--- src/rtl/gib_fetch_responder.sv ---
// gib_fetch_responder
// Responder end of the instruction-fetch request/return protocol. Accepts one
// request at a time, reads up to BEAT_WORDS words from the instruction RAM and
// returns them as a single response beat.
// Optional build macro: GIB_FETCH_RESPONDER_PARITY_EN adds the mem_rpar input
// and checks even parity on every captured word. A parity error zeroes rsp_len
// and pulses err in the response cycle.
module gib_fetch_responder #(
    parameter int ADDR_W      = 32,
    parameter int GIB_WIDTH   = 32,
    parameter int GIB_MULTI   = 4,
    parameter int BEAT_WORDS  = 8,
    parameter int LEN_W       = 8,
    parameter int MEM_LATENCY = 2
) (
    input  logic                            clock,
    input  logic                            reset,
    input  logic                            req_valid,
    output logic                            req_ready,
    input  logic [ADDR_W-1:0]               req_addr,
    input  logic [LEN_W-1:0]                req_len,
    input  logic                            req_is_gib,
    output logic                            busy,
    output logic                            mem_ren,
    output logic [ADDR_W-3:0]               mem_raddr,
    input  logic [GIB_WIDTH-1:0]            mem_rdata,
`ifdef GIB_FETCH_RESPONDER_PARITY_EN
    input  logic                            mem_rpar,
`endif
    output logic                            rsp_valid,
    output logic [LEN_W-1:0]                rsp_len,
    output logic                            rsp_is_gib,
    output logic [BEAT_WORDS*GIB_WIDTH-1:0] rsp_data,
    output logic                            err
);

    localparam int WADDR_W = ADDR_W - 2;
    localparam int SLOT_W  = (BEAT_WORDS > 1) ? $clog2(BEAT_WORDS) : 1;
    localparam int CNT_W   = $clog2(BEAT_WORDS + 1);

    typedef enum logic [1:0] {IDLE, ISSUE, DRAIN, RESP} fetchState;

    fetchState stateReg, stateNext;

    // Latched request
    logic [WADDR_W-1:0] baseReg;
    logic [LEN_W-1:0]   lenReg;
    logic               gibReg;
    logic [CNT_W-1:0]   numReg;
    logic [SLOT_W-1:0]  issueIdxReg;

    // Capture buffer and read-tag pipeline
    logic [GIB_WIDTH-1:0] slotReg    [BEAT_WORDS];
    logic                 tagValidReg[MEM_LATENCY];
    logic [SLOT_W-1:0]    tagSlotReg [MEM_LATENCY];

    // Response registers
    logic [BEAT_WORDS*GIB_WIDTH-1:0] rspDataReg, rspDataNext;
    logic [LEN_W-1:0]                rspLenReg;
    logic                            rspGibReg;
    logic                            errReg;
    logic                            parBadReg;

    logic              accept, reqOk, capture, issueLast, respEnter;
    logic              captureBad, respBad;
    logic [LEN_W-1:0]  reqWords;
    logic [SLOT_W-1:0] captureSlot, lastSlot;

    assign reqWords = req_len / LEN_W'(GIB_MULTI);
    assign reqOk    = (req_len != '0)
                   && ((req_len % LEN_W'(GIB_MULTI)) == '0)
                   && (reqWords <= LEN_W'(BEAT_WORDS))
                   && ((req_addr % ADDR_W'(GIB_MULTI)) == '0);
    assign accept   = (stateReg == IDLE) && req_valid;

    // The oldest tag stage lines up with the cycle its RAM data is valid
    assign capture     = tagValidReg[MEM_LATENCY-1];
    assign captureSlot = tagSlotReg[MEM_LATENCY-1];
    assign lastSlot    = SLOT_W'(numReg - CNT_W'(1));
    assign issueLast   = (issueIdxReg == lastSlot);
    assign respEnter   = (stateReg == DRAIN) && capture && (captureSlot == lastSlot);

`ifdef GIB_FETCH_RESPONDER_PARITY_EN
    assign captureBad = capture && ((^mem_rdata) != mem_rpar);
`else
    assign captureBad = 1'b0;
`endif
    // Include the word being captured this cycle, since the last capture and
    // the response load happen on the same edge
    assign respBad = parBadReg | captureBad;

    // Response beat: buffer contents merged with the word arriving now, unused
    // slots forced to zero
    generate
        for (genvar gi = 0; gi < BEAT_WORDS; gi++) begin : gSlot
            assign rspDataNext[gi*GIB_WIDTH +: GIB_WIDTH] =
                (CNT_W'(gi) >= numReg)                        ? '0        :
                (capture && (captureSlot == SLOT_W'(gi)))     ? mem_rdata :
                                                                slotReg[gi];
        end
    endgenerate

    // FSM state register
    always_ff @(posedge clock or posedge reset) begin
        if (reset) begin
            stateReg <= IDLE;
        end else begin
            stateReg <= stateNext;
        end
    end

    // Next-state logic and handshake / RAM outputs decoded from the state
    always_comb begin
        stateNext = stateReg;
        req_ready = 1'b0;
        busy      = 1'b0;
        mem_ren   = 1'b0;
        mem_raddr = '0;
        rsp_valid = 1'b0;
        case (stateReg)
            IDLE: begin
                req_ready = !reset;
                if (req_valid && reqOk) begin
                    stateNext = ISSUE;
                end
            end
            ISSUE: begin
                busy      = 1'b1;
                mem_ren   = 1'b1;
                mem_raddr = baseReg + WADDR_W'(issueIdxReg);
                if (issueLast) begin
                    stateNext = DRAIN;
                end
            end
            DRAIN: begin
                busy = 1'b1;
                if (respEnter) begin
                    stateNext = RESP;
                end
            end
            RESP: begin
                busy      = 1'b1;
                rsp_valid = 1'b1;
                stateNext = IDLE;
            end
            default: stateNext = IDLE;
        endcase
    end

    // Slot-index tag pipeline matching the RAM read latency
    always_ff @(posedge clock or posedge reset) begin
        if (reset) begin
            for (int i = 0; i < MEM_LATENCY; i++) begin
                tagValidReg[i] <= 1'b0;
                tagSlotReg[i]  <= '0;
            end
        end else begin
            tagValidReg[0] <= (stateReg == ISSUE);
            tagSlotReg[0]  <= issueIdxReg;
            for (int i = 1; i < MEM_LATENCY; i++) begin
                tagValidReg[i] <= tagValidReg[i-1];
                tagSlotReg[i]  <= tagSlotReg[i-1];
            end
        end
    end

    // Request latch, issue counter, capture buffer and response registers
    always_ff @(posedge clock or posedge reset) begin
        if (reset) begin
            baseReg     <= '0;
            lenReg      <= '0;
            gibReg      <= 1'b0;
            numReg      <= '0;
            issueIdxReg <= '0;
            for (int i = 0; i < BEAT_WORDS; i++) begin
                slotReg[i] <= '0;
            end
            rspDataReg  <= '0;
            rspLenReg   <= '0;
            rspGibReg   <= 1'b0;
            errReg      <= 1'b0;
            parBadReg   <= 1'b0;
        end else begin
            errReg <= 1'b0;
            if (accept) begin
                baseReg     <= req_addr[ADDR_W-1:2];
                lenReg      <= req_len;
                gibReg      <= req_is_gib;
                numReg      <= CNT_W'(reqWords);
                issueIdxReg <= '0;
                parBadReg   <= 1'b0;
                for (int i = 0; i < BEAT_WORDS; i++) begin
                    slotReg[i] <= '0;
                end
                if (!reqOk) begin
                    errReg <= 1'b1;
                end
            end
            if (stateReg == ISSUE) begin
                issueIdxReg <= issueIdxReg + SLOT_W'(1);
            end
            if (capture) begin
                slotReg[captureSlot] <= mem_rdata;
                if (captureBad) begin
                    parBadReg <= 1'b1;
                end
            end
            if (respEnter) begin
                rspDataReg <= rspDataNext;
                rspLenReg  <= respBad ? '0 : lenReg;
                rspGibReg  <= gibReg;
                errReg     <= respBad;
            end
        end
    end

    assign rsp_data   = rspDataReg;
    assign rsp_len    = rspLenReg;
    assign rsp_is_gib = rspGibReg;
    assign err        = errReg;

endmodule
--- config.mk ---
export PLATFORM = sky130hd
export DESIGN_NAME = gib_fetch_responder
export DESIGN_NICKNAME = d
export VERILOG_FILES = /design/src/rtl/gib_fetch_responder.sv
export SDC_FILE = /design/constraint.sdc
export NUM_CORES = 2
export LEC_CHECK = 0
export CORE_ASPECT_RATIO = 1.5
export CORE_MARGIN = 2
export CORE_UTILIZATION = 59
export CTS_CLUSTER_SIZE = 28
export DETAILED_ROUTE_END_ITERATION = 10
export GPL_ROUTABILITY_DRIVEN = 0
export PLACE_DENSITY = 0.94
export SLEW_MARGIN = 10
export SYNTH_ARGS = -nofsm -noshare
export SYNTH_HDL_FRONTEND = slang
export SYNTH_SLANG_ARGS = --single-unit
--- constraint.sdc ---
create_clock -name clock -period 61.3 [get_ports clock]
set_clock_uncertainty 0.05 [all_clocks]
set_input_delay 12.26 -clock clock [delete_from_list [all_inputs] [get_ports clock]]
set_output_delay 12.26 -clock clock [all_outputs]
set_load 0.1 [all_outputs]
# == After elaboration in Yosys (flattened, before gate mapping) ==
# Index checks and enable logic that the tools add are counted.
# Widths: inputs -> output; s select.
# totals
reg_bits,578
inputBits,76
output_inout_bits,300
word_cells,112
# op_classes
addsub,3
order_cmp,11
eq_ne,15
muxes,35
bitwise_logic,1
reduce_logical,25
# ops
op,count
$mux 32,17
$mux 256,2
$bwmux 256,1
$demux 32 s3,1
$logic_not 32->1,1
$add 30x3->30,1
$mux 30,1
$ge 3x4->1 const A,4
$logic_and 1x1->1,16
$eq 3x3->1 const B,4
$ge 1x4->1 const A,2
$ge 2x4->1 const A,2
$logic_not 8->1,1
$pmux 2 s4,1
$reduce_bool 8->1,1
$mux 1,7
$eq 3x2->1 const B,2
$eq 3x3->1,2
$le 6x4->1 const B,1
$mux 2,3
$mux 3,2
$eq 2x2->1 const B,2
$ge 4x4->1 const B,1
$lt 4x1->1 const B,1
other kinds (13),14

# == Longest topological paths before layout ==
# depth
ltp_word,7
ltp_mapped,10
depth_no_buf,8

# == Worst setup path after synthesis ==
# OpenSTA, ideal clock, no wires.
# synth_path
kind,input to output
startpoint,input port reset
endpoint,output port req_ready
arrival_ns,13.511
t_required_ns,48.990
slack_ns,35.479
path_stages,1
path_buffers,0
cell_sequence,nor2_1
# synth_via
elab_chain_len,2
# synth_lines
element,line_no,rtl
"start, declared",17,"input logic reset,"
$logic_not 1->1 (no source line),n/a,
$mux 1,120,case (stateReg)
"end, declared",19,"output logic req_ready,"
# No other way between the ends.

# == Final worst setup path ==
# Ends and elaborated chain as after synthesis.

==> metrics.cfg <==
[floorplan]
die_w_um = 172
dieHeight_um = 256
dieArea_um2 = 44000
core_area_um2 = 41900
start_util = 0.596
num_io_pins = 376
rows = 92

[logic_synthesis]
synth_edf_count = 0
synth-simple-area-share = 0.0878
synth-compound-area-share = 0.170
ys_seq_area_frac = 0.575
synthFlopType = dfrtp_1
synthAdderAreaFrac = 0.00632
synth_seq_cells = 574
yosys-top-cells-area = dfrtp_1 58%, mux2i_1 9.1%, a22o_1 9.0%, o31ai_1 6.8%, nand2_1 6.2%
synthMuxAreaShare = 0.110
synth_top_cell_area_share = 0.575
yosysTopAreaCell = dfrtp_1
syn_nets = 2248
synth_top_family_by_area = compound AO/OA/AOI/OAI gates
ys_warn_count = 0
syn-mean-instance-area_um2 = 11.6
synth_cell_types = 48
async_flop_share = 1.00
synthCells = 2160
synth-xor-area-share = 0.0108
synth_area_um2 = 25000

[cts]
ctsHtreeMaxLevel = 2
postCtsResizedCells = 0
clkTransAtPathRegs_ps = 60
root_buffer = clkbuf_16
cts-hold-fix-buffers = 0
cts_tree = done
ctsLongestPathBuffers = 3
clk_latency_ps = 590
clock-sinks = 574
cts_made_buffers = 52
post_cts_buffers = 0

[sta]
min_period_ps = 26360
tightest_slew_ps = 1240
hold_violations = 0
fmax_mhz = 37.9
report.final.setup_viol = 0
rsz0062_at_grt = no
period_share = 0.430
tns_ps = 0
max-slew-margin-rel = 0.170
slew_viol_final = 0
hold-worst-slack_ps = 316

[grt]
grt_pass1_vias = 20310
grt_pass1_wl_um = 115000
antenna_found_initial = 0
grt-ovfl-total = 0
grt_usage = 0.338
grt_start_max_net_pins = 212

[final_layout]
layout_common_cells = 573 x dfrtp_1, 411 x nand2_1, 375 x clkdlybuf4s50_1
n_fill_cell = 2589
fin_nets = 2495
area_delta_synth_final_pct = 22.8
antenna-diode-count = 0
final_common_cell = dfrtp_1
layout-drive-gt1-share = 0.0829

[route]
via_per_inst = 6.48
vias = 19524
ant_nets = 0
wl_per_cell_um = 24.7
met2WireLength_um = 37300
highest_layer = met4
drtIter0Drc = 2095
met1_length_um = 26300
route.met3.wl_um = 5790
drt_pass1_iterations = 5
routed_wl_um = 74500
drcViolationCount = 0

[worst_setup_path]
cp.arrival_ps = 14050
endpoint_kind = primary output
max_stage_delay_ps = 1140
worstSetupPathType = input pin to primary output
crit_buf_inv = 2
cp_slowest_cell = clkdlybuf4s50_1
startpoint_type = input pin
crit_top_cell = clkdlybuf4s50_1
cp_max_fo = 2
crit_required_ps = 48990
crit_family = buffers and inverters
path_cells = clkdlybuf4s50_1, nor2_1, clkdlybuf4s50_1

[placement]
hpwl_um = 45800
io_buffers = 375

[min_path]
hp-class = flop to flop

[run_status]
status = completed

[run]
maxCapViolCount = 0

-- cell usage after synthesis, types with 3 or more instances --
cell        n
nand3_1    10
buf_6       3
buf_2      77
nor2b_1     4
nor3b_1     4
nand2_1   411
and2_1     23
xnor2_1    12
mux2i_1   227
ha_1       11
o21ai_0    42
clkbuf_1  119
o31ai_1   226
xor2_1     17
buf_1       5
buf_4       7
mux2_2     40
inv_1      14
a21oi_1     6
nand2b_1    8
and4_1      3
nor3_2      3
dfrtp_1   574
a22o_1    256
nor3_1      7
nand4_1     4
nor2_1     20
nor4_2      4
-- sequential cells by signal, indices dropped and copies added, names as in the netlist, 2 cells and up --
register	count
captureSlot	3
issueIdxReg	3
rsp_data	256
slotReg	256
baseReg	30
lenReg	8
rsp_len	8
tagSlotReg	3
stateReg	2
-- final timing paths --
check	endpoint	depth (start not counted)	start	slack, ps
setup reg to reg	rsp_len[5]	6	lenReg[4]	57560
hold reg to reg	capture	0	tagValidReg[1]	320
hold / removal	capture	0	tagValidReg[1]	320
max in group asynchronous	lenReg[5]	3	reset	47290
min in group asynchronous	baseReg[8]	2	reset	12210
setup / recovery	req_ready	3	reset	34940
-- cell families (layout without fill, tap and decap cells) --
family	count (synthesis)	in the layout
XOR/XNOR	30	30
flip-flops	574	574
adder cells (fa/ha/maj)	12	12
multiplexers	268	268
buffers and inverters	225	513
AO/OA/AOI/OAI	538	538
AND/OR/NAND/NOR	513	513
-- per-stage QoR --
step	cells	utilization	instance area (µm²)	worst slack (ps)
floorplan	2160	-	25000	32930
global placement	2917	0.689	28900	34930
detailed placement	2917	0.689	28900	34950
CTS	3012	0.731	30600	34930
global route	3012	0.732	30700	34900
finish	3012	0.732	30700	34940
-- worst reg2reg max path, stage by stage (launching register included) --
cell	delay, ps
dfrtp_1	810
xnor2_2	210
xnor2_1	170
nand4_1	120
buf_4	770
buf_4	1020
mux2_2	490
-- area by class of cell --
| cell class | instances | area [µm²] | area share |
|---|---|---|---|
| Multi-Input combinational cell | 1361 | 9760 | 0.318 |
| Inverter | 14 | 60.1 | 0.00196 |
| Timing Repair Buffer | 404 | 3980 | 0.130 |
| Tap cell | 564 | 706 | 0.0230 |
| Clock inverter | 27 | 277 | 0.00902 |
| Clock buffer | 68 | 1500 | 0.0490 |
| Sequential cell | 574 | 14400 | 0.469 |
-- per-layer routing --
metal,track usage,vias up
li1,-,8239
met1,0.401,9885
met2,0.558,1097
met3,0.0700,303
met4,0.218,0
met5,0,-
Power is not shown: default switching activity piles up to over one toggle a cycle in this logic, so the estimate is an artifact.
==> RTL change 1 (config.mk and constraints unchanged) <==
The 4 states of `fetchState` get a one-hot encoding in 4 bits.
--- a/src/rtl/gib_fetch_responder.sv
+++ b/src/rtl/gib_fetch_responder.sv
@@ -39,5 +39,5 @@
     localparam int CNT_W   = $clog2(BEAT_WORDS + 1);
 
-    typedef enum logic [1:0] {IDLE, ISSUE, DRAIN, RESP} fetchState;
+    typedef enum logic [3:0] {IDLE = 4'b0001, ISSUE = 4'b0010, DRAIN = 4'b0100, RESP = 4'b1000} fetchState;
 
     fetchState stateReg, stateNext;
Formal check against the unedited RTL: same outputs for any inputs over 4 cycles, from zero or initial values and one cycle with reset high; so few cycles prove little.
==> RTL change 1 against the unedited design <==
Synthesized area rose by 3.6%; critical path type unchanged; critical path depth up 1; sequential cell count grew 2; routed wire length increased by 5.9%; setup slack got worse by 0.81 ns; sequential share of layout area decreased by 0.83 points; cell area up 2.2%.
Power is left out: it rests on default switching activity, and per cell area and clock period it moved more than threefold.
==> RTL change 1: results (changes against the unedited design) <==
<table>
<tr><th>Metric</th><th>Value</th></tr>
<tr><th colspan="2">Global route</th></tr>
<tr><td>Global-route wire length before repair</td><td>122000 um (+6.4%)</td></tr>
<tr><td>Number of global-route vias before repair</td><td>22.0k (+8.3%)</td></tr>
<tr><td>GRT Resource Usage Total</td><td>0.344 (+0.00512)</td></tr>
<tr><td>Number of antenna violations at the first check in global routing</td><td>1 (+1)</td></tr>
<tr><td>Largest net degree at the start of global routing</td><td>185 (-13%)</td></tr>
<tr><th colspan="2">Synthesis</th></tr>
<tr><td>Ys async rst share</td><td>1.00 (unchanged)</td></tr>
<tr><td>Prevailing post-synth register cell</td><td>dfrtp_1</td></tr>
<tr><td>Syn_area_per_cell</td><td>10.6 um^2 (-8.1%)</td></tr>
<tr><td>Number of distinct library cells after synthesis</td><td>57 (+19%)</td></tr>
<tr><td>Post-synth net total</td><td>2520 (+12%)</td></tr>
<tr><td>Register area share after synthesis</td><td>0.557 (-0.0181)</td></tr>
<tr><td>Synth top cells by count</td><td>622 x nand2_1, 575 x dfrtp_1, 258 x mux2_2</td></tr>
<tr><td>Cell types with the largest area share after synthesis</td><td>dfrtp_1 56%, mux2_2 11%, nand2_1 9.0%, a22o_1 8.7%, a21oi_1 4.8%</td></tr>
<tr><th colspan="2">Route</th></tr>
<tr><td>First drt pass iteration count</td><td>6 (+1)</td></tr>
<tr><td>Wirelength per Cell</td><td>24.3 um (-1.9%)</td></tr>
<tr><td>Count of routing violations after the opening detailed-route iteration</td><td>2312 (+10%)</td></tr>
<tr><td>Via density per instance</td><td>6.52 (+0.63%)</td></tr>
<tr><th colspan="2">Timing</th></tr>
<tr><td>Final TNS setup</td><td>0 ns (unchanged)</td></tr>
<tr><td>Tightest Pin Transition</td><td>1.29 ns (+0.0441 ns)</td></tr>
<tr><th colspan="2">Clock network</th></tr>
<tr><td>Post-CTS Setup Inserts</td><td>0 (unchanged)</td></tr>
<tr><td>Post-cts resize count</td><td>0 (unchanged)</td></tr>
<tr><td>CTS root buffer</td><td>clkbuf_16</td></tr>
<tr><td>Number of buffers created by CTS</td><td>50 (-3.8%)</td></tr>
<tr><th colspan="2">Place</th></tr>
<tr><td>Detailed placer's ending HPWL</td><td>48000 um (+4.7%)</td></tr>
<tr><td>Cell area reported after detailed placement</td><td>0.0296 mm^2 (+2.5%)</td></tr>
<tr><td>Post-placement cell count</td><td>3159 (+8.3%)</td></tr>
<tr><th colspan="2">Worst setup path</th></tr>
<tr><td>Path depth of the worst reg2reg path</td><td>8 (+2)</td></tr>
<tr><td>Peak fanout along the critical path</td><td>126 (+124)</td></tr>
<tr><th colspan="2">Layout</th></tr>
<tr><td>Fraction of layout instances using a drive strength above 1</td><td>0.151 (+0.0680)</td></tr>
<tr><td>Count of nets after finishing</td><td>2719 (+9.0%)</td></tr>
<tr><td>Final std cells w/o fill</td><td>3253 (+8.0%)</td></tr>
<tr><th colspan="2">Outcome</th></tr>
<tr><td>Status</td><td>completed</td></tr>
<tr><th colspan="2">Hold path</th></tr>
<tr><td>Hold/Removal Path Class</td><td>reg -&gt; reg</td></tr>
</table>
-- RTL change 1: cells by family after synthesis --
logic type | count (synthesis) | share of synthesized area
AOI/OAI and AO/OA | 577 | 0.154
muxes | 267 | 0.116
and+or+nand+nor | 725 | 0.117
buffers and inverters | 267 | 0.0449
DFF | 576 | 0.557
adders and majority gates | 8 | 0.00416
xor gates and xnor gates | 16 | 0.00600
-- RTL change 1: metrics by stage --
step                worst slack (ns)  hold slack (ns)
floorplan                      23.20            0.281
global placement               34.12            0.282
detailed placement             34.11            0.286
CTS                            34.10            0.300
global route                   33.96            0.305
finish                         34.13            0.301
-- RTL change 1: final cells by class --
class / instances / area, um^2
Tap cell: 576 / 721
Sequential cell: 576 / 14400
Multi-Input combinational cell: 1593 / 10500
Inverter: 15 / 63.8
Fill cell: 2725 / 12200
Clock buffer: 69 / 1440
Clock inverter: 24 / 272
Antenna cell: 1 / 2.50
Timing Repair Buffer: 399 / 3950
-- RTL change 1: worst max-delay path: cells and delay by family --
family	cells	cell delay [ns]
buffers and inverters	3	2.25
AND/OR/NAND/NOR	1	0.26
-- RTL change 1: routing by layer --
metal,wire length (um),global-route usage,vias up
met1,27200,0.407,10600
met4,5400,0.238,0
met3,7170,0.0653,335
li1,-,-,8814
met2,39200,0.569,1486
met5,0,0,-
-- RTL change 1: final timing paths --
path	startpoint	to	slack, ns
worst max register to register	lenReg[3]	rsp_data[148]	57.53
min in group asynchronous	reset	rsp_data[220]	12.19
max in group asynchronous	reset	rsp_data[38]	46.58
worst max-delay path	reset	req_ready	34.13
worst min-delay path	tagSlotReg[5]	captureSlot[2]	0.30
worst min register to register	tagSlotReg[5]	captureSlot[2]	0.30
==> RTL change 2 (same flow settings) <==
Without the edit above. Build with the macro `GIB_FETCH_RESPONDER_PARITY_EN` defined.
--- a/src/rtl/gib_fetch_responder.sv
+++ b/src/rtl/gib_fetch_responder.sv
@@ -6,4 +6,6 @@
 // and checks even parity on every captured word. A parity error zeroes rsp_len
 // and pulses err in the response cycle.
+`define GIB_FETCH_RESPONDER_PARITY_EN
+
 module gib_fetch_responder #(
     parameter int ADDR_W      = 32,
Ports: changed (added mem_rpar); port bits go from 376 to 377. The function was not compared with the original's and may differ.
==> RTL change 2 against the unedited design <==
Sequential cell count rose by 1; routed wire length down 0.59%; global-route usage is 1.1 points lower; cell area is 1.1% higher; synthesized area is 2.3% higher; setup slack got worse by 0.072 ns; core utilization decreased by 0.80 points; critical path depth did not move; count of clock-buffer cells in the layout up 7; largest cell class unchanged.
Power is left out: the tool's default activity adds up to more than one toggle a clock period on the data nets, which glitch-free logic cannot reach.
==> RTL change 2: results (changes against the unedited design) <==
<table>
<tr><th>Metric</th><th>Value</th></tr>
<tr><th colspan="2">Worst setup path</th></tr>
<tr><td>Worst flop-to-flop path endpoint</td><td>rsp_data[116]</td></tr>
<tr><td>Largest stage delay on the critical path</td><td>1.18 ns (+0.04 ns)</td></tr>
<tr><td>Arrival time worst endpoint</td><td>14.12 ns (+0.07 ns)</td></tr>
<tr><td>Path depth of the worst reg2reg path</td><td>7 (+1)</td></tr>
<tr><td>Register-to-register setup slack</td><td>57.57 ns (about the same)</td></tr>
<tr><td>Startpoint of the most critical register-to-register path</td><td>lenReg[2]</td></tr>
<tr><th colspan="2">Layout</th></tr>
<tr><td>Count of nets after finishing</td><td>2523 (+1.1%)</td></tr>
<tr><td>Fraction of layout instances using a drive strength above 1</td><td>0.0704 (-0.0126)</td></tr>
<tr><th colspan="2">Synthesis</th></tr>
<tr><td>Syn_area_per_cell</td><td>11.6 um^2 (+0.35%)</td></tr>
<tr><td>Adder-cell share of the synthesized area</td><td>0.00617 (-0.000145)</td></tr>
<tr><td>Xor and xnor area share after synthesis</td><td>0.0229 (+0.0121)</td></tr>
<tr><td>Synthesized-area fraction occupied by ao, oa, aoi and oai cells</td><td>0.178 (+0.00794)</td></tr>
<tr><td>Synth top cells by count</td><td>575 x dfrtp_1, 374 x nand2_1, 257 x a22o_1</td></tr>
<tr><td>Register area share after synthesis</td><td>0.563 (-0.0122)</td></tr>
<tr><td>Post-synth net total</td><td>2292 (+2.0%)</td></tr>
<tr><th colspan="2">Clock network</th></tr>
<tr><td>Number of buffers created by CTS</td><td>51 (-1.9%)</td></tr>
<tr><th colspan="2">Global route</th></tr>
<tr><td>Largest net degree at the start of global routing</td><td>276 (+30%)</td></tr>
<tr><td>GRT Resource Usage Total</td><td>0.327 (-0.0113)</td></tr>
<tr><th colspan="2">Place</th></tr>
<tr><td>Cell area reported after detailed placement</td><td>0.0293 mm^2 (+1.7%)</td></tr>
<tr><td>Post-place setup slack</td><td>34.87 ns (-0.0781 ns)</td></tr>
<tr><td>Detailed placer's ending HPWL</td><td>45900 um (+0.26%)</td></tr>
<tr><th colspan="2">Route</th></tr>
<tr><td>Wirelength per Cell</td><td>24.3 um (-1.6%)</td></tr>
<tr><td>Drt total wl</td><td>74100 um (-0.59%)</td></tr>
<tr><td>Count of routing violations after the opening detailed-route iteration</td><td>1850 (-12%)</td></tr>
<tr><td>First drt pass iteration count</td><td>6 (+1)</td></tr>
<tr><th colspan="2">Timing</th></tr>
<tr><td>Max transition margin</td><td>0.0851 (-0.0847)</td></tr>
<tr><th colspan="2">Outcome</th></tr>
<tr><td>Status</td><td>completed</td></tr>
</table>
-- RTL change 2: worst min path at each step --
stage                         from              to  slack, ns  depth (start not counted)
floorplan           tagValidReg[1]         capture       0.28                          0
global placement    tagValidReg[1]         capture       0.28                          0
detailed placement   tagSlotReg[4]  captureSlot[1]       0.29                          0
CTS                  tagSlotReg[5]  captureSlot[2]       0.30                          0
global route         tagSlotReg[5]  captureSlot[2]       0.30                          0
finish               tagSlotReg[4]  captureSlot[1]       0.30                          0
-- RTL change 2: layout make-up --
type                       instances  share of cell area
inverter                          20             0.00267
clock buffer                      75              0.0480
sequential                       575               0.464
tap                              570              0.0230
timing repair buffer             423               0.134
clock inverter                    17             0.00493
multi-input combinational       1363               0.323
-- RTL change 2: routing by layer --
layer	vias up	wire length [um]	track usage	share of wire
li1	8334	-	-	-
met1	10000	26600	0.391	0.36
met2	1026	37800	0.558	0.51
met3	252	5470	0.0654	0.074
met4	0	4170	0.179	0.056
met5	-	0	0	0
